File: src/rtl/alu_result_fifo.sv
// alu_result_fifo
//   Show-ahead synchronous FIFO behind the 10-bit signed ALU. Every valid
//   o_result/o_flag pair from the ALU is captured. The pairs are handed to
//   a consumer over a valid/ready handshake.
//   Pushes that arrive while the FIFO is full are discarded and counted in
//   a saturating drop counter, so lost ALU output is always visible.
//   A sticky OR of all accepted flags is kept until it is cleared.
//
//   Optional build macro: ALU_FIFO_PEAK_EN
//     When this macro is defined, o_peak tracks the high-water mark of o_count.
//     When it is undefined, o_peak is tied to 0 and no register is built.
//
//   Result words are stored as raw bits. The block does no arithmetic on
//   them and does no sign handling.

module alu_result_fifo #(
  parameter int DATA_W = 10,
  parameter int FLAG_W = 4,
  parameter int DEPTH  = 4,
  parameter int ADDR_W = 2
) (
  input  logic              i_clk,
  input  logic              i_rst,
  input  logic              i_valid,
  input  logic [DATA_W-1:0] i_result,
  input  logic [FLAG_W-1:0] i_flag,
  output logic              o_ready,
  output logic              o_valid,
  output logic [DATA_W-1:0] o_result,
  output logic [FLAG_W-1:0] o_flag,
  input  logic              i_ready,
  output logic [ADDR_W:0]   o_count,
  output logic              o_full,
  output logic              o_empty,
  output logic [FLAG_W-1:0] o_sticky_flag,
  input  logic              i_sticky_clr,
  output logic [7:0]        o_drop_cnt,
  output logic [ADDR_W:0]   o_peak
);

  localparam int ENT_W = DATA_W + FLAG_W;
  localparam logic [ADDR_W:0]   FULL_CNT = (ADDR_W+1)'(DEPTH);
  localparam logic [ADDR_W:0]   CNT_ONE  = {{ADDR_W{1'b0}}, 1'b1};
  localparam logic [ADDR_W-1:0] PTR_ONE  = {{(ADDR_W-1){1'b0}}, 1'b1};

  // Saturating increment for the drop counter: it holds at 255 and never wraps.
  function automatic logic [7:0] sat_inc8(input logic [7:0] v);
    if (v == 8'hFF) begin
      return v;
    end
    return v + 8'd1;
  endfunction

  // Larger of two occupancy values, used for the high-water mark.
  function automatic logic [ADDR_W:0] max_cnt(input logic [ADDR_W:0] a,
                                               input logic [ADDR_W:0] b);
    return (a > b) ? a : b;
  endfunction

  // Storage. The memory is a data path and is never reset.
  logic [ENT_W-1:0]  mem [DEPTH];
  logic [ENT_W-1:0]  head;

  // Registered control state.
  logic [ADDR_W-1:0] wr_ptr_p0;
  logic [ADDR_W-1:0] rd_ptr_p0;
  logic [ADDR_W:0]   count_p0;
  logic [FLAG_W-1:0] sticky_p0;
  logic [7:0]        drop_p0;

  // Next-state terms.
  logic              push;
  logic              pop;
  logic              drop;
  logic [ADDR_W:0]   count_nxt;
  logic [FLAG_W-1:0] sticky_nxt;

  // Status flags depend on registered occupancy only. There is no
  // combinational path from i_valid or i_ready to these outputs.
  assign o_full  = (count_p0 == FULL_CNT);
  assign o_empty = (count_p0 == '0);
  assign o_ready = ~o_full;
  assign o_valid = ~o_empty;
  assign o_count = count_p0;

  assign push = i_valid & ~o_full;
  assign pop  = i_ready & ~o_empty;
  assign drop = i_valid &  o_full;

  // The head entry is shown ahead of the pop. Its output is forced to zero
  // whenever the FIFO is empty, so stale memory never leaks out.
  assign head     = mem[rd_ptr_p0];
  assign o_result = o_empty ? '0 : head[ENT_W-1:FLAG_W];
  assign o_flag   = o_empty ? '0 : head[FLAG_W-1:0];

  assign o_sticky_flag = sticky_p0;
  assign o_drop_cnt    = drop_p0;

  // Occupancy after this edge. A simultaneous push and pop leaves it unchanged.
  always_comb begin
    count_nxt = count_p0;
    case ({push, pop})
      2'b10:   count_nxt = count_p0 + CNT_ONE;
      2'b01:   count_nxt = count_p0 - CNT_ONE;
      default: count_nxt = count_p0;
    endcase
  end

  // Sticky flags. A clear is applied first, and then the flags of an
  // accepted push are ORed in. Dropped entries never contribute.
  always_comb begin
    sticky_nxt = sticky_p0;
    if (i_sticky_clr) begin
      sticky_nxt = '0;
    end
    if (push) begin
      sticky_nxt = sticky_nxt | i_flag;
    end
  end

  // Capture an accepted ALU result at the write pointer.
  always_ff @(posedge i_clk) begin
    if (push) begin
      mem[wr_ptr_p0] <= {i_result, i_flag};
    end
  end

  // Pointers, occupancy, sticky flags and drop counter. Reset overrides all.
  always_ff @(posedge i_clk) begin
    if (i_rst) begin
      wr_ptr_p0 <= '0;
      rd_ptr_p0 <= '0;
      count_p0  <= '0;
      sticky_p0 <= '0;
      drop_p0   <= '0;
    end else begin
      if (push) begin
        wr_ptr_p0 <= wr_ptr_p0 + PTR_ONE;
      end
      if (pop) begin
        rd_ptr_p0 <= rd_ptr_p0 + PTR_ONE;
      end
      count_p0  <= count_nxt;
      sticky_p0 <= sticky_nxt;
      if (drop) begin
        drop_p0 <= sat_inc8(drop_p0);
      end
    end
  end

`ifdef ALU_FIFO_PEAK_EN
  logic [ADDR_W:0] peak_p0;

  // High-water mark of occupancy. A clear restarts it from the new occupancy.
  always_ff @(posedge i_clk) begin
    if (i_rst) begin
      peak_p0 <= '0;
    end else if (i_sticky_clr) begin
      peak_p0 <= count_nxt;
    end else begin
      peak_p0 <= max_cnt(peak_p0, count_nxt);
    end
  end

  assign o_peak = peak_p0;
`else
  assign o_peak = '0;
`endif

endmodule

File: config.mk
export PLATFORM = sky130hd
export DESIGN_NAME = alu_result_fifo
export DESIGN_NICKNAME = d
export VERILOG_FILES = /design/src/rtl/alu_result_fifo.sv
export SDC_FILE = /design/constraint.sdc
export NUM_CORES = 1
export LEC_CHECK = 0
export ABC_CLOCK_PERIOD_IN_PS = 1800
export BUFFER_PORTS_ARGS = -buffer_cell sky130_fd_sc_hd__buf_2
export CAP_MARGIN = 0
export CORE_MARGIN = 1.5
export CORE_UTILIZATION = 50
export DETAILED_ROUTE_END_ITERATION = 10
export GPL_TIMING_DRIVEN = 1
export HOLD_SLACK_MARGIN = 0.06
export PLACE_DENSITY = 0.75
export SETUP_SLACK_MARGIN = 0.2
export SLEW_MARGIN = 20
export SYNTH_ARGS = -nofsm -noshare
export SYNTH_HDL_FRONTEND = slang
export SYNTH_SLANG_ARGS = --single-unit
File: constraint.sdc
create_clock -name i_clk -period 1.8 [get_ports i_clk]
set_input_delay 0.09 -clock i_clk [delete_from_list [all_inputs] [get_ports i_clk]]
set_output_delay 0.09 -clock i_clk [all_outputs]
set_load 0.005 [all_outputs]
After elaboration in Yosys (flattened, before gate mapping)
Memories as Yosys holds them, arrays and structs flattened. A register that Yosys moved wholly into a read port is not among the register bits.
Cells that the tools add are included.
{ "totals": {"ram_bits": 56, "wordCells": 38, "out_inout_bits": 36, "in_bits": 19, "mem_count": 1, "ff_bits": 19} }
{ "classes": {"addsub": 5, "mux": 13, "eq_ne": 5, "reduce_logical": 3, "bitwise": 6} }
{ "memory_table": {"columns": ["memory", "depth", "width", "rd", "rd_clocked_by_memory_dff", "wr", "line_no", "text"], "rows": [
  ["mem", 4, 14, 1, 1, 1, "61", "logic [ENT_W-1:0] mem [DEPTH];"]
]} }
{ "ops": {"columns": ["op", "count"], "rows": [
  ["$mux 4", 3],
  ["$mux 10", 1],
  ["$add 8x1->8 const B", 1],
  ["$eq 8x8->1 const B", 1],
  ["$mux 8", 1],
  ["$pmux 3 s2", 1],
  ["$mux 1", 5],
  ["$add 2x1->2 const B", 2],
  ["$mux 2", 2],
  ["$or 4x4->4", 1],
  ["$add 3x1->3 const B", 1],
  ["$and 1x1->1", 3],
  ["$eq 3x3->1 const B", 1],
  ["$logic_not 3->1", 1],
  ["$sub 3x1->3 const B", 1],
  ["$eq 2x1->1 const B", 1],
  ["$eq 2x2->1 const B", 1],
  ["$ne 2x2->1 const B", 1],
  ["$not 1->1", 2],
  ["$reduce_and 2->1", 1],
  ["$reduce_bool 2->1", 1]
]} }

Longest topological paths before layout
Gate-level depths: netlist of run 1.
{ "depth": {"ltp_word": 6, "depth_mapped": 12} }

Worst setup path before layout of run 1
No wires, ideal clock.
{ "synth_timing": {"kind": "register to register", "startpoint": "register count_p0[0] (netlist: o_count[0])", "endpoint": "register count_p0[2] (netlist: o_count[2])", "path_stages_with_launch": 13, "arrival_ps": 2034, "n_path_buf": 1, "slack_ps": -305, "cell_sequence": "dfxtp_1 inv_1 nand3_1 inv_2 nor2b_2 buf_4 inv_1 ha_1 inv_1 fa_1 xor2_1 or3_1 a21oi_1"} }
{ "synth_between": {"elab_chain_len": 5, "elab_cells_between_ends": 12} }
{ "synth_lines": {"columns": ["item", "line_no", "text"], "rows": [
  ["start: declaration", "67", "logic [ADDR_W:0] count_p0;"],
  ["start signal: assignment", "143", "count_p0 <= count_nxt;"],
  ["$eq 3x3->1 *", "80", "assign o_full = (count_p0 == FULL_CNT);"],
  ["$not 1->1 *", null, null],
  ["via o_ready", "27", "output logic o_ready,"],
  ["$and 1x1->1 *", "86", "assign push = i_valid & ~o_full;"],
  ["$eq 2x1->1 or $eq 2x2->1 (tied branches)", "102", "case ({push, pop})"],
  ["$pmux 3 s2 or $reduce_bool 2->1 (tied branches)", null, null]
]} }
The timed path passes the listed nets; every way through them passes the cells marked *.
A chain may end at the register's enable or synchronous reset.

Worst setup path in the final report of run 1
{ "layout_timing": {"startpoint": "register count_p0[1] (netlist: o_count[1])", "endpoint": "register count_p0[2] (netlist: o_count[2])"} }
{ "layout_between": {"elab_chain_len": 5, "elab_cells_between_ends": 12} }
{ "layout_lines": {"columns": ["item", "line_no"], "rows": [
  ["$eq 3x3->1 or $logic_not 3->1 (tied branches)", "80, 81"],
  ["$not 1->1 (on tied branches)", "86, 87"],
  ["$and 1x1->1 (on tied branches)", "86, 87"],
  ["$eq 2x1->1 or $eq 2x2->1 (tied branches)", "102"],
  ["$pmux 3 s2 or $reduce_bool 2->1 (tied branches)", null]
]} }
Parallel ways exist; a longest one is shown, timed or not.

==> summary.txt, run 1 <==
Final setup violation count = 3
RSZ-0062 raised after global routing = yes
Synth Instances = 204
CP required = 2.07 ns
Synth Warn # = 0
I/O pins = 55
WHS = 0.123 ns
Flop pwr share = 41.1%
Synth Area in Simple Gates = 10.6%
Post-Synth Adder-Cell Area = 2.98%
Setup_tns = -0.138 ns
Hold EP = o_sticky_flag[3]
Asr flop ratio synth = 0%
Final hold viol count = 0
Clock Sinks = 77
Clock Pin Slew Worst Setup and Hold Paths = 0.08 ns
Gpl congestion = 0.763
Violated checks = negative setup slack
Height of the chip = 82.9 um
Root Driver = clkbuf_8
Cell internal pwr = 3.92 mW
Comb pwr share = 35.8%
Switch Pwr = 1.47 mW
Vias per inst = 5.18
Port Buffers = 51
Number of synthesized flops with an enable pin = 56
Post-synth cell types = 41
Power share of the clock group = 23.1%
Post-synthesis average cell area = 15.7 um2
Placement Setup Slack = -0.0847 ns
DP HPWL = 3.51 mm
FF+latch area = 0.00211 mm2
Share of cells above drive strength 1 = 44.0%
TritonRoute pass-1 iters = 4
Final ANT Viol Nets = 0
Cells on Worst Hold Path = 4
Setup slack after layout = -0.0887 ns
Yosys reg bits = 77
Initial DRC count = 121
Max frequency = 0.529 GHz
Min-delay src = i_sticky_clr
Largest family of logic cells by synthesized area = multiplexers
Period utilization = 105%
Die area = 0.00688 mm2
Worst setup EP type = flop
R2R depth = 8
Drt wl/cell = 15.4 um
CTS H-tree depth = 3
Die W = 82.9 um
Clock skew = 0.00853 ns
Critical path startpoint category = flop
Core ar. = 0.00606 mm2
Post-synth top flop = edfxtp_1
Synth Area in Compound Gates = 3.80%
Final WL = 5.67 mm
Worst r2r src = o_count[1]
GRT Residual Overflow = 0
Mux cell area share after synthesis = 11.3%
Outcome = finished, violations left
Placed Area = 0.00362 mm2
Bufs on Longest Clock Path = 2
Tightest Hold Check Type = in2reg
Antenna fix cells = 0
Maxcap violations = 0
Switching share of power = 27.2%
Pwr/cell area = 1310 mW/mm2
Xor/xnor share of the synthesized area = 1.88%
Vias in the first global route = 1,852
First-pass GRT wire length = 8.97 mm
Initial antenna violation count = 0
Initial Utilization = 52.7%
VDD IR-drop max = 0.000650 V
Area of the multi-input gates = 0.00103 mm2
Critical path fanouts, max = 4
Nets = 315
Reg2Reg Capture Point = o_count[2]
Slew Limit Fails = 0
Final min period = 1.89 ns
CTS tree = built
CP arrival = 2.15 ns
DR vias = 1,907
Post-route DRC = 0
CP Class = reg2reg
Area delta synth->final = 28.6%
Largest net degree at the start of global routing = 21
CTS Buf Count = 9
Post-route cell area = 0.00411 mm2
GRT Total Usage = 16.9%
Leak = 1.57 nW
Netlist Area Pre-Place = 0.00319 mm2
Reg2reg setup slack = -0.09 ns
Insertion delay to the later sink of the worst-skew pair = 0.34 ns
Sequential fraction of the synthesis area = 65.8%
# rows = 28
Filler cell count = 423
worst max-delay path, cell delays in order, from the launching register on:
cell     delay (ns)
dfxtp_2        0.34
or3_4          0.38
and2_4         0.18
ha_4           0.16
inv_2          0.05
fa_2           0.19
xor2_1         0.06
or3_1          0.32
a21oi_2        0.13
logic make-up (layout without fill, tap and decap cells):
| logic type | Yosys count | in the layout |
|---|---|---|
| DFF | 77 | 77 |
| muxes | 17 | 17 |
| and+or+nand+nor | 61 | 61 |
| AOI/OAI and AO/OA | 16 | 16 |
| adders and majority gates | 7 | 7 |
| other | 1 | 3 |
| xor gates and xnor gates | 6 | 6 |
| buffers and inverters | 19 | 106 |
flip-flops by register name, summed over array words and instances (netlist names), named ones only:
register	flops
wr_ptr_p0	2
mem	56
o_drop_cnt	8
o_count	3
rd_ptr_p0	2
o_sticky_flag	4
cell usage after synthesis, drive strengths merged, types with 2 or more instances:
cell type	count	share of area (%)
a21oi	7	1.1
clkbuf	3	0.35
a31oi	2	0.39
nand2	3	0.35
buf	8	2.2
or3	2	0.39
and2	20	4.0
nand3	3	0.47
inv	8	0.94
nor2b	6	1.3
xor2	4	1.1
mux2i	3	0.94
xnor2	2	0.78
ha	6	2.4
a211oi	2	0.63
dfxtp	21	13
and3	2	0.39
mux4	14	10
edfxtp	56	53
nor2	19	2.2
nor3	2	0.31
metrics by stage:
step                      total power [mW]  util [%]  std cells
final                                 5.39      67.8        368
after global routing                  5.66      67.8        368
after CTS                             5.21      66.3        367
after detailed placement              3.70      59.7        336
after global placement                3.66      59.7        336
after floorplan                       3.21         -        206
worst max path at each step:
stage | from | end | slack (ns) | cells past startpoint
floorplan | o_count[0] | o_count[2] | -0.13 | 12
global placement | o_count[1] | o_count[2] | -0.01 | 8
detailed placement | o_count[1] | o_count[2] | -0.08 | 8
CTS | o_count[1] | o_count[2] | -0.1 | 8
global route | o_count[1] | o_count[2] | -0.17 | 8
finish | o_count[1] | o_count[2] | -0.09 | 8
metal layers:
metal | routed length (um) | share of wire [%] | track usage (%) | vias up
met5 | 0 | 0 | 0 | -
met4 | 68 | 1.2 | 6.82 | 0
met3 | 224 | 3.9 | 4.17 | 5
met2 | 2790 | 49 | 26.8 | 58
met1 | 2590 | 46 | 22.6 | 926
li1 | - | - | - | 918
cell usage in the layout (no fill, tap or decap), drive strengths merged, types with 3 or more instances in the layout:
cell type | netlist | layout
mux4 | 14 | 14
nand3 | 3 | 3
nand2 | 3 | 3
nor2 | 19 | 19
buf | 8 | 69
and2 | 20 | 20
xor2 | 4 | 4
conb | 1 | 3
dfxtp | 21 | 21
clkbuf | 3 | 10
mux2i | 3 | 3
nor2b | 6 | 6
a21oi | 7 | 7
edfxtp | 56 | 56
inv | 8 | 9
dlygate4sd3 | 0 | 14
clkinvlp | 0 | 3
ha | 6 | 6
power by group through the flow:
stage                     Sequential [mW]  Combinational [mW]  Clock [mW]
after floorplan                      2.23               0.977           0
after global placement               2.23                1.43           0
after detailed placement             2.24                1.46           0
after CTS                            2.22                1.72        1.26
after global routing                 2.24                2.08        1.35
final                                2.22                1.93        1.24
what timing repair did:
action | CTS | global route
setup buffers | 1 | 1
resized for setup | 18 | 18
hold buffers | 14 | 0
gates cloned | 1 | 0
hold endpoints to repair | 60 | 0
pin swaps | 4 | 3
setup endpoints to repair | 16 | 41
cell type report:
| class | instances | share of cell area (%) |
|---|---|---|
| Clock buffer | 10 | 3.11 |
| Clock inverter | 5 | 1.49 |
| Inverter | 8 | 0.731 |
| Multi-Input combinational cell | 110 | 25.2 |
| Sequential cell | 77 | 51.4 |
| Tap cell | 75 | 2.28 |
| Timing Repair Buffer | 83 | 15.8 |
Power figures use the tool's default switching activity.
==> run 2: changes to the inputs <==
- CELL_PAD_IN_SITES_DETAIL_PLACEMENT: unset -> 0
- CELL_PAD_IN_SITES_GLOBAL_PLACEMENT: unset -> 2
- CORE_MARGIN: 1.5 -> 5
- CORE_UTILIZATION: 50 -> 35
- PLACE_DENSITY: 0.75 -> unset
- PLACE_DENSITY_LB_ADDON: unset -> 0.1
==> summary.txt, run 2 (synthesis gave the netlist of run 1 again) <==
Placement Setup Slack = -0.0460 ns
Violated checks = negative setup slack
CP arrival = 2.13 ns
CTS tree = built
DP HPWL = 4.13 mm
Clock Pin Slew Worst Setup and Hold Paths = 0.09 ns
I/O pins = 55
Initial Utilization = 36.3%
Tightest Hold Check Type = in2reg
Period utilization = 103%
Worst setup EP type = flop
RSZ-0062 raised after global routing = yes
Core ar. = 0.00881 mm2
Post-route DRC = 0
Setup slack after layout = -0.0499 ns
Gpl congestion = 0.702
Nets = 321
Post-route total power = 5.74 mW
Final WL = 6.40 mm
Final hold viol count = 0
Maxcap violations = 0
Biggest register = mem
Vias in the first global route = 2,055
Die area = 0.0111 mm2
# placed instances = 373
GRT Residual Overflow = 0
Antenna fix cells = 0
Largest net degree at the start of global routing = 21
Height of the chip = 106 um
FF+latch area = 0.00211 mm2
Clock Sinks = 77
Bufs on Longest Clock Path = 2
DR vias = 1,913
Leak = 1.64 nW
Slew Limit Fails = 0
First-pass GRT wire length = 10.5 mm
Area of the multi-input gates = 0.00105 mm2
Vias per inst = 4.69
Critical path startpoint category = flop
Area delta synth->final = 33.4%
Final setup violation count = 2
Final core occ = 48.4%
Critical path fanouts, max = 4
Filler cell count = 787
Most common cell after layout, fill and taps aside = edfxtp_1
CTS Buf Count = 9
Root Driver = clkbuf_8
Die W = 106 um
CP required = 2.08 ns
Max reg flops = 56
Final ANT Viol Nets = 0
Initial antenna violation count = 0
Reg2reg setup slack = -0.05 ns
Setup_tns = -0.0704 ns
Final min period = 1.85 ns
CTS H-tree depth = 3
Pwr/cell area = 1350 mW/mm2
GRT Total Usage = 12.2%
Share of cells above drive strength 1 = 47.3%
# rows = 34
CP Class = reg2reg
Insertion delay to the later sink of the worst-skew pair = 0.35 ns
Initial DRC count = 31
VDD IR-drop max = 0.000376 V
Drt wl/cell = 15.7 um
Max frequency = 0.541 GHz
Finished Layout Cells = 408
Port Buffers = 51
Clock skew = 0.00600 ns
Outcome = finished, violations left
TritonRoute pass-1 iters = 4
Most frequent cells in the layout = edfxtp_1 (56), buf_2 (38), buf_4 (19), nor2_1 (18), dfxtp_1 (17)
run 2: cell count changes in the layout (fill, tap and decap cells not counted), sizes merged:
cell / before / now
buf: 69 / 75
bufinv: 1 / 2
clkbuf: 10 / 9
clkinvlp: 3 / 1
inv: 9 / 12
run 2: worst paths after layout:
check	startpoint	end	cells past startpoint
min reg2reg	rd_ptr_p0[1]	flop	2
max reg2reg	o_count[0]	o_count[2]	8
min	i_sticky_clr	o_sticky_flag[1]	4
max	o_count[0]	o_count[2]	8
run 2: final cells by class:
type,instances,share of cell area [%]
tap,108,3.17
multi-input combinational,110,24.8
sequential,77,49.6
timing repair buffer,89,16.4
clock buffer,9,2.91
inverter,8,0.705
clock inverter,7,2.47
run 2: worst max-delay path, cell delays in order, from the launching register on:
cell and delay (ns):
dfxtp_2 0.35, or3_4 0.39, and2_4 0.16, ha_4 0.15
inv_2 0.05, fa_2 0.19, xor2_1 0.07, or3_1 0.32
a21oi_2 0.11
run 2: power breakdown:
| group | total [mW] | switching [mW] | internal (mW) |
|---|---|---|---|
| Combinational | 2.01 | 0.761 | 1.25 |
| Sequential | 2.24 | 0.113 | 2.12 |
| Clock | 1.49 | 0.684 | 0.805 |
run 2: metrics by stage:
step,area (um2),hold WS [ns]
CTS,4110,0.0780
floorplan,3240,0.189
detailed placement,3690,0.315
global placement,3690,0.307
finish,4260,0.0943
global route,4260,0.103
run 2: timing repair:
item	in CTS	in global routing
resized for setup	14	31
buffers inserted	2	2
pin swaps	16	5
cloned	1	0
endpoints found under the hold margin	60	0
hold buffers	14	0
setup endpoints to repair	16	50
run 2: layer usage:
layer,part of all wire [%],GRT usage (%),up-vias
met5,0,0,-
met4,3.1,7.12,0
met3,4.3,3.00,14
met2,45,18.6,42
met1,47,15.8,927
li1,-,-,930
==> run 3: changes to the inputs <==
- ABC_AREA: unset -> 1
- CORE_UTILIZATION: 35 -> 32
- PLACE_DENSITY_LB_ADDON: 0.1 -> 0.25
==> summary.txt, run 3 <==
Outcome = finished clean
Post-Synth Adder-Cell Area = 2.87%
Switching share of power = 34.0%
Post-synth cell types = 29
Period utilization = 91.4%
# rows = 37
Maxcap violations = 0
CTS H-tree depth = 3
Share of cells above drive strength 1 = 33.4%
WHS = 0.176 ns
Clock Sinks = 77
Nets = 437
Final hold viol count = 0
Mux cell area share after synthesis = 0%
FF+latch area = 0.00212 mm2
CTS tree = built
Biggest register = mem
Most instantiated cells after synthesis = nor2_1 (73), edfxtp_1 (56), nand2_1 (29)
Port Buffers = 51
Xor/xnor share of the synthesized area = 0.528%
CP required = 2.04 ns
Final min period = 1.65 ns
Insertion delay to the later sink of the worst-skew pair = 0.35 ns
Synth Warn # = 0
Gpl congestion = 0.716
Final setup violation count = 0
Largest net degree at the start of global routing = 29
Core ar. = 0.0102 mm2
Max reg flops = 56
DR vias = 2,442
Power share of the clock group = 24.7%
Post-synthesis average cell area = 10.4 um2
Slew Limit Fails = 0
Initial Utilization = 32.4%
I/O pins = 55
Die area = 0.0125 mm2
Vias per inst = 4.42
Comb pwr share = 34.6%
Netlist Area Pre-Place = 0.00332 mm2
Number of synthesized flops with an enable pin = 56
Final WL = 7.51 mm
Tightest Hold Check Type = in2reg
Bufs on Longest Clock Path = 2
Top-count cell post-synth = nor2_1
Drt wl/cell = 13.6 um
GRT Total Usage = 12.3%
DP HPWL = 4.76 mm
First-pass GRT wire length = 12.0 mm
VDD IR-drop max = 0.000492 V
Synth Area in Simple Gates = 16.9%
Leak = 1.78 nW
Final ANT Viol Nets = 0
Synth Area in Compound Gates = 10.4%
GRT Residual Overflow = 0
Max frequency = 0.608 GHz
CP arrival = 1.89 ns
Area of the multi-input gates = 0.00112 mm2
RSZ-0062 raised after global routing = yes
Post-synth top flop = edfxtp_1
Area contributors post-synth = edfxtp_1 (51%), dfxtp_1 (13%), nor2_1 (8.3%), a21oi_1 (4.2%), nand2_1 (3.3%)
Die W = 112 um
Most common cell after layout, fill and taps aside = nor2_1
Height of the chip = 112 um
Post-route DRC = 0
Area delta synth->final = 32.7%
Most frequent cells in the layout = nor2_1 (63), edfxtp_1 (56), buf_2 (51), nand2_1 (27), a21oi_1 (25)
Critical path startpoint category = flop
Pwr/cell area = 1240 mW/mm2
Largest family of logic cells by synthesized area = simple AND/OR/NAND/NOR gates
Post-synth top area cell = edfxtp_1
Setup_tns = 0 ns
CP Class = reg2reg
Clock skew = 0.00927 ns
Sequential fraction of the synthesis area = 63.4%
Flop pwr share = 40.7%
Cell internal pwr = 3.60 mW
Vias in the first global route = 2,339
Critical path fanouts, max = 3
Filler cell count = 975
Asr flop ratio synth = 0%
Yosys reg bits = 77
CTS Buf Count = 9
TritonRoute pass-1 iters = 4
Initial antenna violation count = 0
Root Driver = clkbuf_8
Switch Pwr = 1.86 mW
Synth Instances = 319
Antenna fix cells = 0
Worst setup EP type = flop
Initial DRC count = 98
Clock Pin Slew Worst Setup and Hold Paths = 0.09 ns
Yosys top cell area share = 50.7%
## run 3: changes by cell type after synthesis, sizes merged, moves of 4 or more
cell / change
nor2: +58
o21ai: +35
nand2: +33
a21oi: +24
and2: -20
inv: +20
mux4: -14
nor2b: -6
nand3: +4
## run 3: critical path: stages (launching register included)
cell	delay [ns]
dfxtp_4	0.36
nor2_4	0.16
nand2_2	0.10
nand2_4	0.08
ha_4	0.12
inv_2	0.04
fa_2	0.34
nand2_1	0.09
nand3_2	0.07
o21ai_1	0.14
a21oi_1	0.05
## run 3: cell families after synthesis
kind of cell             Yosys count
AO/OA/AOI/OAI                     67
XOR/XNOR                           2
AND/OR/NAND/NOR                  123
flip-flops                        77
other                              1
adder cells (fa/ha/maj)            7
buffers and inverters             42
## run 3: metal layers
layer | wire length (um) | GRT usage, %
met1 | 3460 | 16.1
met3 | 306 | 3.75
met2 | 3660 | 19.8
met4 | 81 | 3.16
met5 | 0 | 0
## run 3: path summary, 6_finish.rpt
path	start	end	slack [ns]	depth (start not counted)
worst max-delay path	o_count[1]	o_count[2]	0.15	10
worst min-delay path	i_valid	o_count[0]	0.18	4
worst max register to register	o_count[1]	o_count[2]	0.15	10
worst min register to register	o_sticky_flag[2]	o_sticky_flag[2]	0.47	2
## run 3: power groups by stage
stage	combinational (mW)	sequential [mW]	clock, mW
detailed placement	1.49	2.25	0
finish	1.89	2.22	1.35
floorplan	0.907	2.23	0
CTS	1.70	2.20	1.39
global route	2.12	2.24	1.48
global placement	1.48	2.25	0
## run 3: final cells by class
cell class,instances,share of cell area (%)
multi-input combinational,202,25.5
sequential,77,48.1
clock inverter,7,1.82
timing repair buffer,92,15.1
tap,136,3.86
inverter,29,2.84
clock buffer,9,2.81
## run 3: timing repair
action | in CTS | in global routing
cloned | 0 | 2
endpoints found under the hold margin | 65 | 0
hold buffers | 17 | 0
setup endpoints to repair | 16 | 65
resized for setup | 12 | 39
buffers inserted | 10 | 2
pin swaps | 8 | 22
## run 3: stage by stage
step / instances / setup slack [ns] / area (um2) / util, % / total power, mW
floorplan: 321 / 0.138 / 3350 / - / 3.13
global placement: 505 / 0.133 / 3780 / 36.9 / 3.72
detailed placement: 505 / 0.0789 / 3780 / 36.9 / 3.74
CTS: 548 / 0.164 / 4250 / 41.6 / 5.30
global route: 552 / 0.0708 / 4400 / 43.0 / 5.84
finish: 552 / 0.154 / 4400 / 43.0 / 5.46
